==> src/rtl/rom_read_arbiter_if.sv <==
// Bundle of the two requester handshakes plus the ROM read port.
// The slave modport is the arbiter's view; master is the requesters/ROM side.
interface rom_read_arbiter_if;
  logic        if_req;
  logic [31:0] if_addr;
  logic        if_ack;
  logic [31:0] if_rdata;
  logic        if_err;
  logic        dbg_req;
  logic [31:0] dbg_addr;
  logic        dbg_ack;
  logic [31:0] dbg_rdata;
  logic        dbg_err;
  logic        rom_nrd;
  logic [31:0] rom_addr;
  logic [31:0] rom_data;

  modport master (
    output if_req, if_addr, dbg_req, dbg_addr, rom_data,
    input  if_ack, if_rdata, if_err, dbg_ack, dbg_rdata, dbg_err, rom_nrd, rom_addr
  );

  modport slave (
    input  if_req, if_addr, dbg_req, dbg_addr, rom_data,
    output if_ack, if_rdata, if_err, dbg_ack, dbg_rdata, dbg_err, rom_nrd, rom_addr
  );
endinterface

==> src/rtl/rom_read_arbiter.sv <==
// Two-requester arbiter for the instruction ROM read port: IF has priority,
// DBG is forced after STARVE_MAX consecutive IF wins while it waits.
module rom_read_arbiter #(
  parameter int unsigned ROM_BYTES  = 100,
  parameter int unsigned STARVE_MAX = 4,
  parameter int unsigned CNT_W      = 3
) (
  input  logic               clk,
  input  logic               rst,
  rom_read_arbiter_if.slave  bus
);

  localparam logic [1:0] S_IDLE = 2'd0;
  localparam logic [1:0] S_READ = 2'd1;
  localparam logic [1:0] S_RESP = 2'd2;

  localparam logic [31:0]      MAX_ADDR = 32'(ROM_BYTES - 4);
  localparam logic [CNT_W-1:0] CNT_MAX  = CNT_W'(STARVE_MAX);

  logic [1:0]       state_q, state_d;
  logic             own_dbg_q, own_dbg_d;
  logic [31:0]      addr_q, addr_d;
  logic             legal_q, legal_d;
  logic             err_q, err_d;
  logic [CNT_W-1:0] starve_q, starve_d;
  logic [31:0]      if_rdata_q, if_rdata_d;
  logic [31:0]      dbg_rdata_q, dbg_rdata_d;

  logic        if_elig, dbg_elig, pick_dbg;
  logic [31:0] sel_addr, word;

  // In RESP the current owner is masked so the other side gets the next slot.
  assign if_elig  = bus.if_req  && !(state_q == S_RESP && !own_dbg_q);
  assign dbg_elig = bus.dbg_req && !(state_q == S_RESP &&  own_dbg_q);
  assign pick_dbg = dbg_elig && (!if_elig || starve_q == CNT_MAX);
  assign sel_addr = pick_dbg ? bus.dbg_addr : bus.if_addr;
  assign word     = legal_q ? bus.rom_data : 32'd0;

  always_comb begin
    state_d     = state_q;
    own_dbg_d   = own_dbg_q;
    addr_d      = addr_q;
    legal_d     = legal_q;
    err_d       = err_q;
    starve_d    = starve_q;
    if_rdata_d  = if_rdata_q;
    dbg_rdata_d = dbg_rdata_q;
    case (state_q)
      S_IDLE, S_RESP: begin
        state_d = S_IDLE;
        if (if_elig || dbg_elig) begin
          state_d   = S_READ;
          own_dbg_d = pick_dbg;
          addr_d    = sel_addr;
          legal_d   = (sel_addr[1:0] == 2'b00) && (sel_addr <= MAX_ADDR);
          if (pick_dbg || !bus.dbg_req) starve_d = '0;
          else if (starve_q != CNT_MAX) starve_d = starve_q + 1'b1;
        end
      end
      S_READ: begin
        state_d = S_RESP;
        err_d   = !legal_q;
        if (own_dbg_q) dbg_rdata_d = word;
        else           if_rdata_d  = word;
      end
      default: state_d = S_IDLE;
    endcase
  end

  always_ff @(posedge clk) begin
    if (rst) begin
      state_q     <= S_IDLE;
      own_dbg_q   <= 1'b0;
      addr_q      <= 32'd0;
      legal_q     <= 1'b0;
      err_q       <= 1'b0;
      starve_q    <= '0;
      if_rdata_q  <= 32'd0;
      dbg_rdata_q <= 32'd0;
    end else begin
      state_q     <= state_d;
      own_dbg_q   <= own_dbg_d;
      addr_q      <= addr_d;
      legal_q     <= legal_d;
      err_q       <= err_d;
      starve_q    <= starve_d;
      if_rdata_q  <= if_rdata_d;
      dbg_rdata_q <= dbg_rdata_d;
    end
  end

  // Outputs are forced to their reset values while rst is high, whatever the state.
  logic resp, reading;
  assign resp    = (state_q == S_RESP) && !rst;
  assign reading = (state_q == S_READ) && !rst;

  assign bus.if_ack    = resp && !own_dbg_q;
  assign bus.dbg_ack   = resp &&  own_dbg_q;
  assign bus.if_err    = bus.if_ack  && err_q;
  assign bus.dbg_err   = bus.dbg_ack && err_q;
  assign bus.if_rdata  = rst ? 32'd0 : if_rdata_q;
  assign bus.dbg_rdata = rst ? 32'd0 : dbg_rdata_q;
  assign bus.rom_nrd   = !(reading && legal_q);
  assign bus.rom_addr  = reading ? addr_q : 32'd0;

endmodule

==> src/flat_wrapper.sv <==
// flat-port wrapper written by rule: the top's interface ports become plain ports
module rom_read_arbiter_flat 
#(
  parameter int unsigned ROM_BYTES  = 100,
  parameter int unsigned STARVE_MAX = 4,
  parameter int unsigned CNT_W      = 3
)
  (clk, rst, bus_if_req, bus_if_addr, bus_dbg_req, bus_dbg_addr, bus_rom_data, bus_if_ack, bus_if_rdata, bus_if_err, bus_dbg_ack, bus_dbg_rdata, bus_dbg_err, bus_rom_nrd, bus_rom_addr);
  rom_read_arbiter_if bus_i ();
  input  logic clk;
  input  logic rst;
  input wire logic [$bits(bus_i.if_req)-1:0] bus_if_req;
  input wire logic [$bits(bus_i.if_addr)-1:0] bus_if_addr;
  input wire logic [$bits(bus_i.dbg_req)-1:0] bus_dbg_req;
  input wire logic [$bits(bus_i.dbg_addr)-1:0] bus_dbg_addr;
  input wire logic [$bits(bus_i.rom_data)-1:0] bus_rom_data;
  output wire logic [$bits(bus_i.if_ack)-1:0] bus_if_ack;
  output wire logic [$bits(bus_i.if_rdata)-1:0] bus_if_rdata;
  output wire logic [$bits(bus_i.if_err)-1:0] bus_if_err;
  output wire logic [$bits(bus_i.dbg_ack)-1:0] bus_dbg_ack;
  output wire logic [$bits(bus_i.dbg_rdata)-1:0] bus_dbg_rdata;
  output wire logic [$bits(bus_i.dbg_err)-1:0] bus_dbg_err;
  output wire logic [$bits(bus_i.rom_nrd)-1:0] bus_rom_nrd;
  output wire logic [$bits(bus_i.rom_addr)-1:0] bus_rom_addr;
  assign bus_i.if_req = bus_if_req;
  assign bus_i.if_addr = bus_if_addr;
  assign bus_i.dbg_req = bus_dbg_req;
  assign bus_i.dbg_addr = bus_dbg_addr;
  assign bus_i.rom_data = bus_rom_data;
  assign bus_if_ack = bus_i.if_ack;
  assign bus_if_rdata = bus_i.if_rdata;
  assign bus_if_err = bus_i.if_err;
  assign bus_dbg_ack = bus_i.dbg_ack;
  assign bus_dbg_rdata = bus_i.dbg_rdata;
  assign bus_dbg_err = bus_i.dbg_err;
  assign bus_rom_nrd = bus_i.rom_nrd;
  assign bus_rom_addr = bus_i.rom_addr;
  rom_read_arbiter #(.ROM_BYTES(ROM_BYTES), .STARVE_MAX(STARVE_MAX), .CNT_W(CNT_W)) u_core (.clk(clk), .rst(rst), .bus(bus_i));
endmodule
==> config.mk <==
export PLATFORM = sky130hd
export DESIGN_NAME = rom_read_arbiter_flat
export DESIGN_NICKNAME = d
export VERILOG_FILES = /design/src/rtl/rom_read_arbiter_if.sv /design/src/rtl/rom_read_arbiter.sv /design/src/flat_wrapper.sv
export SDC_FILE = /design/constraint.sdc
export NUM_CORES = 1
export LEC_CHECK = 0
export CAP_MARGIN = 20
export CORE_MARGIN = 8
export CORE_UTILIZATION = 47
export DETAILED_ROUTE_END_ITERATION = 10
export HOLD_SLACK_MARGIN = 0.08
export PLACE_DENSITY = 0.86
export RECOVER_POWER = 100
export SYNTH_ARGS = -nofsm -noshare
export SYNTH_HDL_FRONTEND = slang
export SYNTH_SLANG_ARGS = --single-unit
==> constraint.sdc <==
create_clock -name clk -period 2.9 [get_ports clk]
set_input_delay 0.435 -clock clk [delete_from_list [all_inputs] [get_ports clk]]
set_output_delay 0.435 -clock clk [all_outputs]
set_load 0.01 [all_outputs]
==> impl_summary.txt <==
----------------------------------------------------
[Route]
  Post-detailed-route wirelength per cell ... 17.6 µm
  Highest layer used for signal routing ... met4
  Total length of routed met3 wires ... 917 µm
  DRC errors left ... 0
  Count of routing violations after the opening detailed-route iteration ... 427
  Antenna Nets Post-Route ... 0
  Average vias per placed instance ... 5.31
  Total met2 wirelength after detailed routing ... 8.49 mm
  Final wirelength ... 16.3 mm
  Total number of vias ... 4920
  Met1 layer wirelength in the final routing ... 6.51 mm
  Pre-Repair DR Iteration Count ... 5

[STA]
  Time the worst path needs with I/O delays and setup ... 2.70 ns
  Final number of max-transition violations ... 0
  Final worst-path setup slack ... 0.205 ns
  Worst relative slew slack ... 0.191
  Final worst path period share ... 0.929
  Count of final hold-check violations ... 0
  Number of endpoints failing setup at the final stage ... 0
  Transition at the pin with the smallest max-transition slack ... 1.21 ns
  Summed negative setup slack over all endpoints ... 0 ns
  Highest clock rate ... 371 MHz
  Final worst clock skew ... 0.0107 ns
  Setup repair after global routing missed its margin ... no

[Synth]
  Most frequent cells after synthesis ... sky130_fd_sc_hd__dfxtp_1, sky130_fd_sc_hd__a21oi_1, sky130_fd_sc_hd__nand2_1, sky130_fd_sc_hd__nand3_1, sky130_fd_sc_hd__nor2b_1
  Synth Area per Inst ... 8.23 µm²
  Post-Synthesis Cell Area ... 5060 µm²
  Fraction of synthesis flops using an asynchronous set or reset pin ... 0
  Most area-hungry cell type in the Yosys netlist ... sky130_fd_sc_hd__dfxtp_1
  Gate count after technology mapping ... 615
  Flip-flop cell with the highest count after synthesis ... sky130_fd_sc_hd__dfxtp_1
  Synth warnings ... 0
  Part of the Yosys area used for sequential elements ... 0.411
  Post-synth top area share ... 0.411
  Total nets after synthesis ... 717
  Number of synthesized flops with an enable pin ... 0
  Most common cell in the netlist ... sky130_fd_sc_hd__dfxtp_1
  Synth unique cells ... 31
  Synth Register Bits ... 104
  Largest cells by area after synthesis ... sky130_fd_sc_hd__dfxtp_1, sky130_fd_sc_hd__nor2b_1, sky130_fd_sc_hd__a21oi_1

[Setup path]
  CP required ... 2.47 ns
  Kind of critical path ... flip-flop to output port
  Startpoint type of the worst setup path ... flip-flop
  Maximum net fanout on the critical path ... 34
  Critical path arrival ... 2.26 ns
  Sort of element at the end of the critical path ... output port
  Worst reg2reg setup slack ... 0.69 ns

[CTS]
  Clock sink total ... 104
  Number of buffers created by CTS ... 9
  CTS H-tree lvls ... 3
  Clock-pin slew of the registers on the worst-case setup and hold paths ... 0.10 ns
  Clk root buf ... sky130_fd_sc_hd__clkbuf_8
  CTS tree ... built
  Post-CTS Setup Repair Bufs ... 0
  Hold-fix buffer count after cts ... 0
  # resized after CTS ... 0
  Later-pin clock latency in the skew report ... 0.36 ns
  Number of buffers on the longest clock path ... 2

[Die]
  Initial standard-cell utilization of the core ... 0.473
  Core Region ... 10700 µm²
  Die width ... 120 µm
  Floorplan die area ... 14300 µm²
  Die Height ... 120 µm
  Number of ports placed on the die boundary ... 201
  Std cell rows ... 38

[GRT]
  Vias in the first global route ... 4840
  Global-route wire length before repair ... 25.2 mm
  Leftover overflow at the end of global routing ... 0
  Maximum number of pins on one net before global-route repair ... 96
  Initial antenna violation count ... 0
  Overall Global Routing Usage ... 0.216

[Status]
  Result of the run ... finished clean

[Place]
  Count of input and output buffers ... 200
  Post-detail-place hpwl ... 12.1 mm
  Routability cong. ... 0.945
  Pre-CTS setup slack ... 0.539 ns
  Placed cell count ... 911

[Finish]
  Count of inserted antenna diode cells ... 0
  Layout net count ... 884
  Fraction of layout instances using a drive strength above 1 ... 0.0686
  Area growth syn-to-layout ... 43.7%
  Post-layout instance count excluding filler cells ... 927

[Power]
  Clock power frac ... 0.316
  Reported leakage power ... 2.86 nW
  Final total power ... 2.98 mW
  Sequential group share of total power ... 0.510
  Share of total power consumed by net switching ... 0.273
  Fraction of power consumed by combinational cells ... 0.174
  Maximum ir drop on the vdd rail ... 0.309 mV
  P_int ... 2.16 mW
  Power spent charging and discharging nets ... 813 µW
  Power per standard cell area ... 409 nW/µm²

[Worst hold path]
  Hold Path Class ... flip-flop to flip-flop

[Run]
  Max-cap violation count ... 0

----------------------------------------------------
cell type report:
class / instances / area [µm²]
tap: 140 / 175
sequential: 104 / 2080
timing repair buffer: 210 / 2080
clock buffer: 10 / 138
inverter: 5 / 18.8
fill: 905 / 3420
multi-input combinational: 452 / 2710
clock inverter: 6 / 73.8
cells by family after synthesis:
logic type	share of synthesized area
and+or+nand+nor	0.308
AOI/OAI and AO/OA	0.158
DFF	0.411
buffers and inverters	0.0514
muxes	0.0633
xor gates and xnor gates	0.00346
adders and majority gates	0.00494
worst max-delay path: stages (launching register included):
cell and delay (ns):
sky130_fd_sc_hd__dfxtp_1 0.46, sky130_fd_sc_hd__nand2b_1 0.22, sky130_fd_sc_hd__nor2_2 0.12, sky130_fd_sc_hd__buf_4 0.30, sky130_fd_sc_hd__and2_1 0.17, sky130_fd_sc_hd__dlygate4sd3_1 0.63
worst paths after layout:
check | from | end | cells past startpoint
max | u_core.state_q[0] | bus_rom_addr[9] | 5
max reg2reg | u_core.own_dbg_q | u_core.starve_q[2] | 6
min | u_core.dbg_rdata_q[5] | u_core.dbg_rdata_q[5] | 2
min reg2reg | u_core.dbg_rdata_q[5] | u_core.dbg_rdata_q[5] | 2
state kept, by name (all words and copies together), names as in the netlist:
signal / count
u_core.addr_q: 32
u_core.dbg_rdata_q: 32
u_core.err_q: 1
u_core.if_rdata_q: 32
u_core.legal_q: 1
u_core.own_dbg_q: 1
u_core.starve_q: 3
u_core.state_q: 2
cell usage in the layout (no fill, tap or decap), drive strengths merged, types with 2 or more instances in the layout:
master         instances
nor3                   3
mux2i                 32
clkbuf                14
clkdlybuf4s50        120
nand4                  3
dlygate4sd3           79
nor2                  47
nor2b                 66
or2                    2
ha                     2
a211oi                32
buf                    7
inv                    7
clkinvlp               2
a21oi                 68
nand2b                 4
o311a                  2
dfxtp                104
and2                  34
nor4                  13
nand3                 68
nand2                 68
layer usage:
metal,up-vias,global-route usage
met4,0,0.0695
met2,158,0.387
met1,2307,0.249
met3,24,0.0493
li1,2431,-
met5,-,0
power by group through the flow:
stage                     logic (mW)  clock network, mW  registers [mW]
after floorplan                0.289                  0            1.54
after global placement         0.523                  0            1.55
after detailed placement       0.535                  0            1.55
after CTS                      0.537              0.964            1.52
after global routing           0.556               1.02            1.53
final                          0.519              0.941            1.52
through the flow:
step | utilization | area (µm²) | hold WS [ns]
floorplan | - | 5060 | 0.432
global placement | 0.667 | 7130 | 0.438
detailed placement | 0.667 | 7130 | 0.443
CTS | 0.687 | 7350 | 0.458
global route | 0.680 | 7280 | 0.472
finish | 0.680 | 7280 | 0.455
(Power assumes the default switching activity.)
